File: src/rtl/adder_slice_seq.sv
// Multi-cycle adder: computes a WIDTH-bit a+b+cin by sending one SLICE-bit slice per clock
// through an external ripple-carry slice, LSB first, with the carry held in a register.
module adder_slice_seq #(
    parameter int SLICE  = 3,
    parameter int NSLICE = 4
) (
    input  logic                      clk,
    input  logic                      rst_n,
    input  logic                      start,
    input  logic [SLICE*NSLICE-1:0]   a,
    input  logic [SLICE*NSLICE-1:0]   b,
    input  logic                      cin,
    output logic                      busy,
    output logic                      done,
    output logic [SLICE*NSLICE-1:0]   sum,
    output logic                      cout,
    output logic [SLICE-1:0]          slc_a,
    output logic [SLICE-1:0]          slc_b,
    output logic                      slc_cin,
    input  logic [SLICE-1:0]          slc_sum,
    input  logic                      slc_cout
);

    localparam int WIDTH = SLICE * NSLICE;
    localparam int IDX_W = (NSLICE > 1) ? $clog2(NSLICE) : 1;
    localparam logic [IDX_W-1:0] IDX_LAST = IDX_W'(NSLICE - 1);

    typedef enum logic [1:0] {
        IDLE = 2'd0,
        RUN  = 2'd1,
        DONE = 2'd2
    } state_t;

    state_t           state;
    state_t           state_next;
    logic [IDX_W-1:0] idx;
    logic             carry;
    logic [WIDTH-1:0] a_reg;
    logic [WIDTH-1:0] b_reg;

    always_ff @(posedge clk or negedge rst_n) begin
        if (!rst_n) begin
            state <= IDLE;
        end else begin
            state <= state_next;
        end
    end

    always_comb begin
        state_next = state;
        case (state)
            IDLE:    if (start) state_next = RUN;
            RUN:     if (idx == IDX_LAST) state_next = DONE;
            DONE:    state_next = IDLE;
            default: state_next = IDLE;
        endcase
    end

    // idx holds at the last slice so it never wraps past NSLICE-1
    always_ff @(posedge clk or negedge rst_n) begin
        if (!rst_n) begin
            idx   <= '0;
            carry <= 1'b0;
            a_reg <= '0;
            b_reg <= '0;
            sum   <= '0;
            cout  <= 1'b0;
        end else begin
            case (state)
                IDLE: begin
                    if (start) begin
                        a_reg <= a;
                        b_reg <= b;
                        idx   <= '0;
                        carry <= cin;
                        sum   <= '0;
                        cout  <= 1'b0;
                    end
                end
                RUN: begin
                    sum[idx*SLICE +: SLICE] <= slc_sum;
                    carry                   <= slc_cout;
                    if (idx == IDX_LAST) begin
                        cout <= slc_cout;
                    end else begin
                        idx <= idx + IDX_W'(1);
                    end
                end
                default: ;
            endcase
        end
    end

    always_comb begin
        busy    = (state == RUN);
        done    = (state == DONE);
        slc_a   = '0;
        slc_b   = '0;
        slc_cin = 1'b0;
        if (state == RUN) begin
            slc_a   = a_reg[idx*SLICE +: SLICE];
            slc_b   = b_reg[idx*SLICE +: SLICE];
            slc_cin = carry;
        end
    end

endmodule

File: config.mk
export PLATFORM = sky130hd
export DESIGN_NAME = adder_slice_seq
export DESIGN_NICKNAME = d
export VERILOG_FILES = /design/src/rtl/adder_slice_seq.sv
export SDC_FILE = /design/constraint.sdc
export NUM_CORES = 1
export LEC_CHECK = 0
export BUFFER_PORTS_ARGS = -buffer_cell sky130_fd_sc_hd__clkbuf_2
export CORE_ASPECT_RATIO = 0.8
export CORE_MARGIN = 2
export CORE_UTILIZATION = 46
export CTS_CLUSTER_DIAMETER = 30
export CTS_CLUSTER_SIZE = 16
export DETAILED_ROUTE_END_ITERATION = 8
export PLACE_DENSITY = 0.74
export SYNTH_ARGS = -nofsm -noshare
export SYNTH_HDL_FRONTEND = slang
export SYNTH_SLANG_ARGS = --single-unit
File: constraint.sdc
create_clock -name clk -period 1.89 [get_ports clk]
set_input_delay 0.189 -clock clk [delete_from_list [all_inputs] [get_ports clk]]
set_output_delay 0.189 -clock clk [all_outputs]
set_load 0.02 [all_outputs]
; Word level (Yosys, flattened, before mapping)
; Cells that the tools add are included.
[word_totals]
reg_bits = 42
word_cells = 44
in_bits = 32
out_inout_bits = 22
[op_classes]
addsub = 2
n_mul = 1
n_eq_ne = 6
shift = 4
n_reduce_logical = 7
mux = 17
[op_table]
columns = cell, count
row1 = negation 4 -> 34 bit, 1
row2 = variable shift 3 x 34 -> 12 bit (first input constant), 1
row3 = indexed part select 3 x 34 -> 12 bit, 1
row4 = case mux 12 bit (2 select lines), 1
row5 = indexed part select 12 x 5 -> 3 bit, 2
row6 = bitwise mux 12 bit, 1
row7 = 2-to-1 mux 12 bit, 1
row8 = 2-to-1 mux 2 bit, 4
row9 = case mux 2 bit (2 select lines), 2
row10 = 2-to-1 mux 3 bit, 2
row11 = AND reduction 2 bit, 3
row12 = AND reduction 3 bit, 2
row13 = == test 2 bit (second input constant), 2
row14 = multiplier 2 x 2 -> 4 bit (second input constant), 1
row15 = 2-to-1 mux 1 bit, 4
row16 = inequality test 2 bit (second input constant), 2
row17 = case mux 1 bit (2 select lines), 2
row18 = adder 2 x 1 -> 2 bit (second input constant), 1
row19 = == test 2 x 1 -> 1 bit (second input constant), 1
row20 = zero test 2 bit, 1
row21 = inequality test 2 x 1 -> 1 bit (second input constant), 1
row22 = nonzero test 2 bit, 1

; Longest topological paths before layout
; Gate-level depths: netlist of run 1.
[logic_depth]
ltp_word = 5
depth_mapped = 6
depth_no_buf = 5

; Worst setup path before layout of run 1
; Ideal clock, no wire load.
[synth_timing]
path_kind = reg-to-reg
from = register idx[1]
to = register sum[6]
t_arrival_ps = 1714
required_time_ps = 1823
n_path_buf = 1
setup_time_ps = 67
period_less_slack_ps = 1781
path_stages_with_launch = 7
slack_ps = 109
cell_sequence = dfrtp_1 > clkbuf_1 > inv_1 > ha_1 > inv_1 > nor4b_1 > a22o_1
[synth_between]
elab_chain_cells = 5
word_cells_on_any_way = 6
classes_between = 1 x add/sub / 1 x mul / 2 x shift / 2 x mux
[synth_lines]
columns = item, line_no
row1 = start: declaration, 36  ; logic [IDX_W-1:0] idx;
row2 = start signal: assignment, 86  ; idx <= idx + IDX_W'(1);
row3 = multiplier 2 x 2 -> 4 bit *, 81  ; sum[idx*SLICE +: SLICE] <= slc_sum;
row4 = negation 4 -> 34 bit *, 81
row5 = indexed part select 3 x 34 -> 12 bit / variable shift 3 x 34 -> 12 bit (equally long branches), 81
row6 = bitwise mux 12 bit *, 81
row7 = case mux 12 bit (2 select lines) *, 69  ; case (state)
row8 = end signal: indexed assignment, 81
row9 = end: declaration, 15  ; output logic [SLICE*NSLICE-1:0] sum,
; Mark *: on every way between the ends. The rest lies on a longest branch, timed or not.
; A chain may end at the register's enable or synchronous reset.

; Worst setup path in the final report of run 1
[layout_timing]
from = register idx[0]
to = output port slc_a[1]
[layout_between]
elab_chain_cells = 3
[layout_lines]
columns = item, line_no
row1 = multiplier 2 x 2 -> 4 bit, 101  ; slc_a = a_reg[idx*SLICE +: SLICE];
row2 = indexed part select 12 x 5 -> 3 bit, 101
row3 = 2-to-1 mux 3 bit, 100  ; if (state == RUN) begin
row4 = end: declaration, 17  ; output logic [SLICE-1:0] slc_a,
; No other way between the ends.

==> results of run 1 <==
## layout by cell type, fill, tap and decap left out, types with 5 or more instances in the layout
| master | n |
|---|---|
| clkbuf_2 | 48 |
| buf_4 | 9 |
| mux4_2 | 6 |
| dfrtp_1 | 42 |
| buf_6 | 6 |
| a22o_1 | 13 |
| clkbuf_8 | 5 |
| mux2_2 | 24 |
| nand2_1 | 5 |
| ha_1 | 6 |
## cell families (layout without fill, tap and decap cells)
family / Yosys count / after routing / share of synthesized area, %
flops: 42 / 42 / 53.9
mux: 31 / 31 / 21.3
simple gates: 25 / 25 / 8.02
compound gates: 23 / 23 / 9.31
buf+inv: 12 / 80 / 3.59
fa+ha+maj: 6 / 6 / 3.85
## through the flow
step           power, W  utilization (%)  cells  cell area (µm²)
6_report        0.00454             60.9    264             2510
5_1_grt         0.00486             60.9    264             2510
4_1_cts         0.00430             59.0    260             2430
3_5_place_dp    0.00357             55.7    249             2300
3_3_place_gp    0.00345             55.7    249             2300
2_1_floorplan   0.00299                -    139             1950
## where the power goes
part / leakage, nW / switching (W) / internal, W
Combinational: 0.637 / 0.00110 / 0.00122
Sequential: 0.522 / 0.000245 / 0.00130
Clock: 0.0524 / 0.000284 / 0.000395
## per-layer routing
metal	GRT usage, %	vias to the layer above	part of all wire, %
met5	0	-	0
met1	22.6	711	42
li1	-	639	-
met3	5.81	7	5.4
met2	33.0	36	52
met4	6.82	0	1.1
## repair_timing
item                                    4_1_cts  5_1_grt
endpoints found under the setup margin        6       10
pin swaps                                     0        4
hold endpoints to repair                     22        0
resized for setup                             1       21
hold buffers                                  1        0
buffers inserted                              2        3
cloned                                        0        1
## critical path, delay by kind of cell (launching register included)
family / cells / cell delay (ns)
simple gates: 1 / 0.15
flops: 1 / 0.43
mux: 1 / 0.50
buf+inv: 2 / 0.28
## worst paths after layout
check | to | slack [ns] | startpoint | depth (start not counted)
worst min register to register | b_reg[7] | 0.51 | b_reg[7] | 1
max in group asynchronous | sum[8] | 0.89 | rst_n | 3
worst max register to register | sum[5] | 0.11 | idx[0] | 6
worst max-delay path | slc_a[1] | 0.04 | idx[0] | 4
worst min-delay path | b_reg[7] | 0.13 | b[7] | 2
min in group asynchronous | b_reg[8] | 0.43 | rst_n | 2
## area by class of cell
type / count / area, µm² / share of cell area [%]
Multi-Input combinational cell: 85 / 847 / 33.7
Clock buffer: 7 / 76.3 / 3.04
Sequential cell: 42 / 1050 / 41.8
Timing Repair inverter: 1 / 5.00 / 0.199
Timing Repair Buffer: 66 / 410 / 16.3
Tap cell: 57 / 71.3 / 2.84
Inverter: 5 / 22.5 / 0.896
Clock inverter: 1 / 30.0 / 1.19
==> flow_summary.toml, run 1 <==
[timing]
final.setup_skew_ns = 0.00448
slew_viol_final = 0
rsz0062_at_grt = "yes"
fmax_ghz = 0.541
hold_ws_ns = 0.128
finalSetupViolCount = 0
fin_setup_tns_ns = 0
min_period_ns = 1.85
hold_viol = 0
slew_headroom_pct = 61.7
period_share_pct = 97.8
setup_slack_ns = 0.0415
tightestPinTransition_ns = 0.575

[synthesis]
async_reset_ff_share_pct = 100
netlist_area_mm2 = 0.00195
synth-edff-count = 0
ys_ff_latch = 42
synth_top_cell_by_area = "dfrtp_1"
syn_avg_cell_area_um2 = 14.0
synthTopCellsByCount = "42 x dfrtp_1, 24 x mux2_2, 13 x a22o_1"
synth.most_common_cell = "dfrtp_1"
netlist_top_cells_area = "dfrtp_1 54%, mux2_2 14%, mux4_2 6.9%"
ys_types = 29
synth_top_area_share_pct = 53.9
netlist_instances = 139
yosysSeqAreaShare_pct = 53.9
synth_nets = 177
synth_ff_type = "dfrtp_1"
synth_warnings = 0

[route]
via_per_inst = 5.28
vias = 1393
wire_per_inst_um = 15.5
finalWirelength_um = 4090
drt_drc_violations_left = 0
final_antenna_net_count = 0
drtPass1Iterations = 4
first_iter_violations = 73

[worst_setup_path]
crit_fanout = 5
crit_slowest_cell = "mux4_2"
crit_top_cell = "buf_6"
path_cells = "buf_6, mux4_2, and2_4, buf_6"
crit_arrival_ns = 1.66
critPathKind = "reg -> out"
max_stage_delay_ns = 0.50
crit_required_ns = 1.70
end_kind = "output port"
crit_path_start_kind = "flip-flop"

[placed_design]
port_buffers = 53
gp_congestion = 0.866
dp_hpwl_um = 3010
dpl_worst_slack_ns = 0.112

[run_status]
status = "complete, no violations"

[pwr]
peakVddDrop_uv = 845
power_density_mw_per_mm2 = 1810
leakage_nw = 1.21

[grt]
overflow = 0
grtUsageTotal_pct = 19.1
grt_pass1_vias = 1528
grt_max_degree = 27
antenna_found_initial = 0
grt_first_pass_wirelength_um = 7180

[clock_tree]
root_buffer = "clkbuf_8"
cts_tree = "yes"
clock_path_buffers = 2
clk_latency_ns = 0.29
cts_num_sinks = 42
clkTransAtPathRegs_ns = 0.07
cts_max_level = 2
cts_made_buffers = 5

[cells_and_area]
syn_to_final_growth_pct = 28.9
nNetsFinal = 244
drive_above_1_share_pct = 53.1
fillers = 329
antenna_cells = 0

[die]
rows = 21
die_w_um = 76.8
coreArea_mm2 = 0.00413
num_io_pins = 54
start_util_pct = 47.3
die_y_um = 62.2
die_area_mm2 = 0.00478

[job]
drv_cap = 0

[min_path]
worstHoldPathType = "in -> reg"
No activity file was read; power rests on OpenSTA's default activity.
==> inputs of run 2 (changes only) <==
--- a/config.mk
+++ b/config.mk
@@ -5,14 +5,15 @@
 export SDC_FILE = /design/constraint.sdc
 export NUM_CORES = 1
 export LEC_CHECK = 0
+export ABC_AREA = 0
 export BUFFER_PORTS_ARGS = -buffer_cell sky130_fd_sc_hd__clkbuf_2
 export CORE_ASPECT_RATIO = 0.8
 export CORE_MARGIN = 2
-export CORE_UTILIZATION = 46
+export CORE_UTILIZATION = 50
 export CTS_CLUSTER_DIAMETER = 30
 export CTS_CLUSTER_SIZE = 16
 export DETAILED_ROUTE_END_ITERATION = 8
-export PLACE_DENSITY = 0.74
+export PLACE_DENSITY = 0.77
 export SYNTH_ARGS = -nofsm -noshare
 export SYNTH_HDL_FRONTEND = slang
 export SYNTH_SLANG_ARGS = --single-unit
==> constraint.sdc (replaced) <==
create_clock -name clk -period 2.3 [get_ports clk]
set_input_delay 0.23 -clock clk [delete_from_list [all_inputs] [get_ports clk]]
set_output_delay 0.23 -clock clk [all_outputs]
set_load 0.02 [all_outputs]
==> run 2 against run 1 <==
Compared with the run above: critical path depth stayed put; sequential power is 16% lower; highest routed layer unchanged; non-clock buffer count is 10 lower; clock-buffer cell count is 1 lower; final cell count is 4.9% lower; worst setup slack better by 0.11 ns.
==> flow_summary.toml, run 2 (synthesized netlist as in run 1, its figures left out) <==
[clock_tree]
root_buffer = "clkbuf_8"
cts_resized = 0
clk_latency_ns = 0.29
hold_buffers = 0
cts_max_level = 2
cts_num_sinks = 42
clock_path_buffers = 2
cts_made_buffers = 5
clkTransAtPathRegs_ns = 0.08
cts_setup_buffers = 0
cts_tree = "yes"

[die]
die_area_mm2 = 0.00442
die_y_um = 59.8
start_util_pct = 51.6
num_io_pins = 54
rows = 20
die_w_um = 73.8
coreArea_mm2 = 0.00378

[timing]
fin_setup_tns_ns = 0
period_share_pct = 93.3
min_period_ns = 2.15
rsz0062_at_grt = "no"
final.setup_skew_ns = 0.0113
tightestPinTransition_ns = 1.02
slew_headroom_pct = 31.9
hold_ws_ns = 0.101
fmax_ghz = 0.466
slew_viol_final = 0
finalSetupViolCount = 0
hold_viol = 0

[worst_setup_path]
rrSetupSlack_ns = 0.35
r2r_end = "sum[6]"
end_kind = "output port"
crit_fanout = 8
cp_top_family = "flip-flops"
crit_arrival_ns = 1.92
critPathKind = "reg -> out"
crit_path_start_kind = "flip-flop"
path_cells = "buf_4, mux4_2, and2_1, clkbuf_2"
r2r_cells = 5
rr_startpoint = "idx[0]"
timing.critical_path.buf_inv = 2
max_stage_delay_ns = 0.55
crit_slowest_cell = "dfrtp_1"
crit_required_ns = 2.07

[cells_and_area]
drive_above_1_share_pct = 48.5
utilization_pct = 63.4
antenna_cells = 0
final_common_cell = "clkbuf_2"
syn_to_final_growth_pct = 23.0
postLayoutCellArea_mm2 = 0.00240
final_cell_mix = "53 x clkbuf_2, 42 x dfrtp_1, 24 x mux2_2"
nNetsFinal = 233

[min_path]
worstHoldPathType = "in -> async"

[grt]
grt_pass1_vias = 1372
antenna_found_initial = 0
overflow = 0
grt_first_pass_wirelength_um = 6350
grt_max_degree = 43
grtUsageTotal_pct = 19.3

[pwr]
switching_share_pct = 35.6
power_frac_seq_pct = 36.3
combinationalPowerShare_pct = 43.8
power_density_mw_per_mm2 = 1490
leakage_nw = 1.17
clkPwrFrac_pct = 19.9
switchingPower_w = 0.00127
p_int_w = 0.00231
peakVddDrop_uv = 639

[route]
final_antenna_net_count = 0
drt_drc_violations_left = 0
wire_per_inst_um = 15.3
finalWirelength_um = 3840
via_per_inst = 5.25
first_iter_violations = 100
drtPass1Iterations = 4
vias = 1319

[placed_design]
port_buffers = 53
dp_hpwl_um = 2830
placed_cell_area_mm2 = 0.00225
gp_congestion = 0.814

[run_status]
status = "complete, no violations"

[job]
drv_cap = 0
run 2: power by group through the flow:
stage / Clock, W / Sequential, W / Combinational [W]
after global routing: 0.000749 / 0.00135 / 0.00171
after detailed placement: 0 / 0.00131 / 0.00157
after CTS: 0.000719 / 0.00130 / 0.00158
final: 0.000710 / 0.00130 / 0.00157
after global placement: 0 / 0.00129 / 0.00152
after floorplan: 0 / 0.00129 / 0.00116
run 2: cell type report:
class                      count  area [µm²]
multi-input combinational     85         828
tap                           55        68.8
clock buffer                   6        82.6
inverter                       5        18.8
fill                         289        1380
clock inverter                 2        60.1
sequential                    42        1050
timing repair buffer          56         288
run 2: metal layers:
| metal | GRT usage [%] | routed length [µm] |
|---|---|---|
| met1 | 26.7 | 1800 |
| met2 | 30.9 | 1830 |
| met3 | 4.22 | 151 |
| met4 | 6.23 | 59 |
| met5 | 0 | 0 |
run 2: worst max-delay path by stage:
stage	from	endpoint	slack (ns)	depth (start not counted)
6_report	idx[0]	slc_a[1]	0.15	4
4_1_cts	idx[0]	slc_a[1]	0.13	4
3_5_place_dp	idx[0]	sum[7]	0.38	5
3_3_place_gp	idx[0]	sum[6]	0.50	5
2_1_floorplan	idx[1]	sum[6]	0.52	6
5_1_grt	idx[0]	slc_a[1]	0.03	4
run 2: stage by stage:
stage	power, W	instances	worst slack (ns)
2_1_floorplan	0.00246	139	0.519
3_3_place_gp	0.00280	243	0.502
3_5_place_dp	0.00289	243	0.381
4_1_cts	0.00360	251	0.134
5_1_grt	0.00381	251	0.0306
6_report	0.00358	251	0.154
